$ cat src/rtl/alu_cmd_sequencer.sv
// ---------------------------------------------------------------------------
// alu_cmd_sequencer
//
// Initiator side of a 32-bit ALU datapath. Takes one command at a time on
// a valid/ready request channel. It drives the ALU opcode/operand/carry
// ports from registers and waits LAT settle cycles per pass. It then
// captures the ALU result/carry and returns them on a valid/ready response
// channel. A 64-bit ("wide") NOT/AND/OR/XOR/ADD runs as two chained passes.
// For ADD, the low-pass carry-out feeds the high-pass carry-in.
//
// Handshake rule (both channels): a transfer happens on a rising clk edge
// where valid && ready are both 1. The sender holds its payload stable
// while valid is 1 and ready is 0. Here, cmd_ready is only high in IDLE
// (and never while rst is high). rsp_valid is only high in RESP.
//
// Parameters:
//   LAT        ALU settle cycles per pass, 1..15
//
// Optional feature macro: ALU_SEQ_ZERO_FLAG_EN
//   When defined, adds the rsp_zero output, registered alongside
//   rsp_result and equal to (rsp_result == 0).
//
// Ports:
//   clk, rst                     clock, synchronous active-high reset
//   cmd_valid/cmd_ready          request handshake
//   cmd_op/a/b/cin/wide          command payload
//   alu_opcode/a/b/cin           registered drive to the ALU
//   alu_result/alu_cout          ALU outputs, sampled at the end of a pass
//   rsp_valid/rsp_ready          response handshake
//   rsp_result/rsp_cout          response payload
//   rsp_zero                     (macro only) result-is-zero flag
//   busy                         state != IDLE
//   dbg_state                    FSM state (0 IDLE, 1 DRIVE_LO, 2 DRIVE_HI, 3 RESP)
// ---------------------------------------------------------------------------
module alu_cmd_sequencer #(
  parameter int LAT = 1
) (
  input  logic        clk,
  input  logic        rst,
  input  logic        cmd_valid,
  output logic        cmd_ready,
  input  logic [2:0]  cmd_op,
  input  logic [63:0] cmd_a,
  input  logic [63:0] cmd_b,
  input  logic        cmd_cin,
  input  logic        cmd_wide,
  output logic [2:0]  alu_opcode,
  output logic [31:0] alu_a,
  output logic [31:0] alu_b,
  output logic        alu_cin,
  input  logic [31:0] alu_result,
  input  logic        alu_cout,
  output logic        rsp_valid,
  input  logic        rsp_ready,
  output logic [63:0] rsp_result,
  output logic        rsp_cout,
`ifdef ALU_SEQ_ZERO_FLAG_EN
  output logic        rsp_zero,
`endif
  output logic        busy,
  output logic [1:0]  dbg_state
);

  if (LAT < 1 || LAT > 15) begin : g_lat_range
    $error("alu_cmd_sequencer: LAT must be in 1..15");
  end

  localparam logic [3:0] LAT_M1 = 4'(LAT - 1);
  localparam logic [2:0] OP_ADD = 3'b111;

  typedef enum logic [1:0] {
    IDLE     = 2'd0,
    DRIVE_LO = 2'd1,
    DRIVE_HI = 2'd2,
    RESP     = 2'd3
  } state_t;

  state_t      r_state;
  logic [3:0]  r_cnt;
  logic [2:0]  r_op;
  logic [31:0] r_a_hi;
  logic [31:0] r_b_hi;
  logic        r_weff;
  logic [31:0] r_lo;
  logic [2:0]  r_alu_opcode;
  logic [31:0] r_alu_a;
  logic [31:0] r_alu_b;
  logic        r_alu_cin;
  logic        r_rsp_valid;
  logic [63:0] r_rsp_result;
  logic        r_rsp_cout;
`ifdef ALU_SEQ_ZERO_FLAG_EN
  logic        r_rsp_zero;
`endif

  logic w_weff;
  logic w_pass_done;
  logic w_is_add;

  // Shifts and CUT only have 32-bit meaning, so they ignore cmd_wide.
  assign w_weff      = cmd_wide && (cmd_op[2] == 1'b0 || cmd_op == OP_ADD);
  assign w_pass_done = (r_cnt == LAT_M1);
  assign w_is_add    = (r_op == OP_ADD);

  always_ff @(posedge clk) begin
    if (rst) begin
      r_state      <= IDLE;
      r_cnt        <= 4'd0;
      r_op         <= 3'd0;
      r_a_hi       <= 32'd0;
      r_b_hi       <= 32'd0;
      r_weff       <= 1'b0;
      r_lo         <= 32'd0;
      r_alu_opcode <= 3'd0;
      r_alu_a      <= 32'd0;
      r_alu_b      <= 32'd0;
      r_alu_cin    <= 1'b0;
      r_rsp_valid  <= 1'b0;
      r_rsp_result <= 64'd0;
      r_rsp_cout   <= 1'b0;
`ifdef ALU_SEQ_ZERO_FLAG_EN
      r_rsp_zero   <= 1'b0;
`endif
    end else begin
      case (r_state)
        IDLE: begin
          // cmd_ready is high whenever IDLE and not in reset.
          if (cmd_valid) begin
            r_op         <= cmd_op;
            r_a_hi       <= cmd_a[63:32];
            r_b_hi       <= cmd_b[63:32];
            r_weff       <= w_weff;
            r_alu_opcode <= cmd_op;
            r_alu_a      <= cmd_a[31:0];
            r_alu_b      <= cmd_b[31:0];
            r_alu_cin    <= (cmd_op == OP_ADD) && cmd_cin;
            r_cnt        <= 4'd0;
            r_state      <= DRIVE_LO;
          end
        end

        DRIVE_LO: begin
          if (w_pass_done) begin
            r_cnt <= 4'd0;
            if (r_weff) begin
              r_lo      <= alu_result;
              r_alu_a   <= r_a_hi;
              r_alu_b   <= r_b_hi;
              // Chain the low-word carry into the high pass for ADD only.
              r_alu_cin <= w_is_add && alu_cout;
              r_state   <= DRIVE_HI;
            end else begin
              r_rsp_result <= {32'd0, alu_result};
              r_rsp_cout   <= w_is_add && alu_cout;
`ifdef ALU_SEQ_ZERO_FLAG_EN
              r_rsp_zero   <= (alu_result == 32'd0);
`endif
              r_rsp_valid  <= 1'b1;
              r_state      <= RESP;
            end
          end else begin
            r_cnt <= r_cnt + 4'd1;
          end
        end

        DRIVE_HI: begin
          if (w_pass_done) begin
            r_cnt        <= 4'd0;
            r_rsp_result <= {alu_result, r_lo};
            r_rsp_cout   <= w_is_add && alu_cout;
`ifdef ALU_SEQ_ZERO_FLAG_EN
            r_rsp_zero   <= ({alu_result, r_lo} == 64'd0);
`endif
            r_rsp_valid  <= 1'b1;
            r_state      <= RESP;
          end else begin
            r_cnt <= r_cnt + 4'd1;
          end
        end

        RESP: begin
          if (rsp_ready) begin
            r_rsp_valid <= 1'b0;
            r_state     <= IDLE;
          end
        end

        default: r_state <= IDLE;
      endcase
    end
  end

  assign cmd_ready  = (r_state == IDLE) && !rst;
  assign alu_opcode = r_alu_opcode;
  assign alu_a      = r_alu_a;
  assign alu_b      = r_alu_b;
  assign alu_cin    = r_alu_cin;
  assign rsp_valid  = r_rsp_valid;
  assign rsp_result = r_rsp_result;
  assign rsp_cout   = r_rsp_cout;
`ifdef ALU_SEQ_ZERO_FLAG_EN
  assign rsp_zero   = r_rsp_zero;
`endif
  assign busy       = (r_state != IDLE);
  assign dbg_state  = r_state;

endmodule

$ cat config.mk
export PLATFORM = sky130hd
export DESIGN_NAME = alu_cmd_sequencer
export DESIGN_NICKNAME = d
export VERILOG_FILES = /design/src/rtl/alu_cmd_sequencer.sv
export SDC_FILE = /design/constraint.sdc
export NUM_CORES = 1
export LEC_CHECK = 0
export BUFFER_PORTS_ARGS = -buffer_cell sky130_fd_sc_hd__clkbuf_2
export CAP_MARGIN = 0
export CORE_MARGIN = 4
export CORE_UTILIZATION = 30
export DETAILED_ROUTE_END_ITERATION = 8
export SLEW_MARGIN = 20
export SYNTH_ARGS = -nofsm -noshare
export SYNTH_HDL_FRONTEND = slang
export SYNTH_SLANG_ARGS = --single-unit
$ cat constraint.sdc
create_clock -name clk -period 3.9 [get_ports clk]
set_input_delay 0.39 -clock clk [delete_from_list [all_inputs] [get_ports clk]]
set_output_delay 0.39 -clock clk [all_outputs]
set_load 0.02 [all_outputs]
==> out/qor.txt <==
CTS tree - yes
worst r2r path cells - 5
clock power share - 27.9%
CTS Root Cell - clkbuf_16
Rows - 64
Pre-Repair DR Iteration Count - 5
outcome - finished clean
Comb pwr share - 38.6%
Worst Path Buf+Inv - 2
Slew @ Worst Pin - 976 ps
initial antenna violation count - 4
TritonCTS buffer count - 27
internal power - 6050 µW
relative slew slack - 34.7%
critical path endpoint category - flip-flop
CP max-delay cell - buf_4
hold_buf cts - 0
CP arrival - 2990 ps
clock insertion delay at the later pin of the skew report - 530 ps
FF+latch count, synth - 237
Top cell by count, worst path - buf_4
DR WL/cell - 16.5 µm
Worst Path Required - 4280 ps
GR Util All Layers - 15.9%
fin util - 39.9%
ANT nets after route - 0
skew final - 16.0 ps
Worst Hold Class - in2reg
sequential share of the synthesized area - 49.8%
Max Clk Rate - 0.383 GHz
Final HPWL DP - 20,400 µm
Area growth syn-to-layout - 29.8%
top cells by area, synth - dfxtp_1 50%, mux2i_1 10%, nand2_1 9.5%
Sw Pwr - 3870 µW
final count of pins violating max slew - 0
number of DRC markers in iteration 0 - 426
Period Utilization, post-route - 66.9%
number of gates resized after CTS - 0
Period minus WS final - 2610 ps
Synth Cell Area - 9530 µm²
DRC viols - 0
crit path to - alu_a[1]
Synth Warn # - 0
largest net degree at the start of global routing - 128
Leakage Power - 0.00499 µW
cell family with the largest share of critical-path delay - buffers and inverters
Avg Vias per Cell - 4.81
Worst VDD drop - 368 µV
H-Tree Depth - 1
cell taking the most area after synthesis - dfxtp_1
PD cells - 802 nW/µm²
worst setup path start - dbg_state[0]
WL final - 29,200 µm
CP Depth - 5
postcts setup bufs - 0
slowest stage delay, CP - 670 ps
total vias in the final route - 8,500
worst setup path class - reg2reg
fin cells - 1,766
final setup violation count - 0
Net Count, Synth - 1,256
ys async rst share - 0%
Starting Density - 30.7%
Placer Congestion - 0.842
Cells after Synth - 1,080
die height - 186 µm
fillcell total - 3,177
Synth Flop Type - dfxtp_1
critical path launch point type - flip-flop
Die W - 186 µm
layout cells sized above 1 - 30.9%
Post-synth EDFFs - 0
Net count, final - 1,521
top-level port count - 308
sw frac - 39.0%
Seq pwr share - 33.6%
first-pass GRT wire length - 44,700 µm
placed insts - 1,712
Bufs on Longest Clock Path - 3
CP Cell Sequence - ha_4, buf_4, buf_4, mux2i_1, a211oi_2
final hold vios - 0
CTS Sinks - 237
R2R Path Start - dbg_state[0]
Port Buffers - 307
Synth cell types - 32
Synth top area share - 49.8%
die footprint - 34,700 µm²
R2R Path End - alu_a[1]
Core Region - 31,000 µm²
vias in the first global route - 8,220
Worst-path clk slew - 60 ps
setup TNS - 0 ps
CP max FO - 39
Max-Cap Viols - 0
unrepaired setup endpoints after global routing - false
GRT overflow - 0
r2r setup slk - 1290 ps
Post-Syn Area per Cell - 8.82 µm²
cells in the final DEF (no fill, tap or decap), drive strengths merged, types with 3 or more instances in the layout:
master,n
nor2b,3
nand2,240
clkbuf,344
a211oi,97
inv,7
bufinv,5
nand3,35
a21oi,139
mux2i,97
dfxtp,237
o21ai,4
nand2b,3
buf,20
nor2,104
clkinv,7
diode,4
ha,6
per-stage QoR:
stage | power, µW | hold WS, ps | instance area, µm² | worst slack (ps)
finish | 9920 | 78.0 | 12400 | 1290
global placement | 7180 | 438 | 11400 | 1390
CTS | 10100 | 41.3 | 12400 | 1290
detailed placement | 7240 | 445 | 11400 | 1310
global route | 10600 | 59.1 | 12400 | 1030
floorplan | 6090 | 436 | 9530 | 1920
how the worst min path moves through the flow:
stage / cells past startpoint / startpoint / slack [ps] / end
5_1_grt: 3 / cmd_a[49] / 60 / r_a_hi[17]
2_1_floorplan: 2 / r_a_hi[0] / 440 / r_a_hi[0]
4_1_cts: 3 / cmd_a[45] / 40 / r_a_hi[13]
6_report: 3 / cmd_a[45] / 80 / r_a_hi[13]
3_5_place_dp: 2 / rsp_result[52] / 440 / rsp_result[52]
3_3_place_gp: 2 / rsp_result[62] / 440 / rsp_result[62]
worst register-to-register path, cell delays in order, from the launching register on:
cell      delay, ps
dfxtp_1         480
ha_4            220
buf_4           440
buf_4           710
mux2i_1         490
a211oi_2        130
cells in the mapped netlist (2+ instances only):
cell and number:
buf_1 4, o211ai_1 2, buf_4 4, a32oi_1 2, o21ai_0 3, a211oi_1 57, buf_6 4, nor3_1 2
ha_1 6, nand3_1 35, and4_1 2, a211oi_2 40, nor2_1 104, nor2b_1 3, nand2b_1 3, a21oi_1 139
inv_1 6, buf_2 25, nand2_1 240, dfxtp_1 237, mux2i_1 97, clkbuf_1 54, and2_1 2
power by group through the flow:
stage	clock (µW)	combinational (µW)	sequential [µW]
floorplan	0	2260	3830
global placement	0	3810	3370
detailed placement	0	3860	3380
CTS	2840	3880	3330
global route	2940	4210	3400
finish	2760	3830	3330
state kept, by name, indices dropped and copies added (netlist names):
name	count
alu_opcode	3
r_cnt	4
alu_cin	1
rsp_cout	1
rsp_valid	1
alu_a	32
rsp_result	64
alu_b	32
r_weff	1
r_a_hi	32
dbg_state	2
r_b_hi	32
r_lo	32
per-layer routing:
layer | vias to the layer above | routed length [µm] | track usage, %
li1 | 4245 | - | -
met1 | 3980 | 12300 | 20.3
met2 | 206 | 14300 | 26.8
met3 | 69 | 1430 | 2.98
met4 | 0 | 1180 | 6.15
met5 | - | 0 | 0
area by class of cell:
cell class / count / area [µm²] / area share (%)
multi-input cells: 746 / 4380 / 35.4
clock buffers: 37 / 783 / 6.33
clock inverters: 13 / 201 / 1.63
well taps: 396 / 495 / 4.01
flip-flops and latches: 237 / 4740 / 38.4
repair buffers: 327 / 1730 / 14.0
inverters: 6 / 22.5 / 0.182
diodes: 4 / 10.0 / 0.0809
kinds of logic after synthesis:
logic type / Yosys count / synth area share (%)
adder cells (fa/ha/maj): 6 / 0.788
AO/OA/AOI/OAI: 249 / 18.2
AND/OR/NAND/NOR: 394 / 16.5
flip-flops: 237 / 49.8
multiplexers: 97 / 10.2
buffers and inverters: 97 / 4.62
Power figures use the tool's default switching activity.
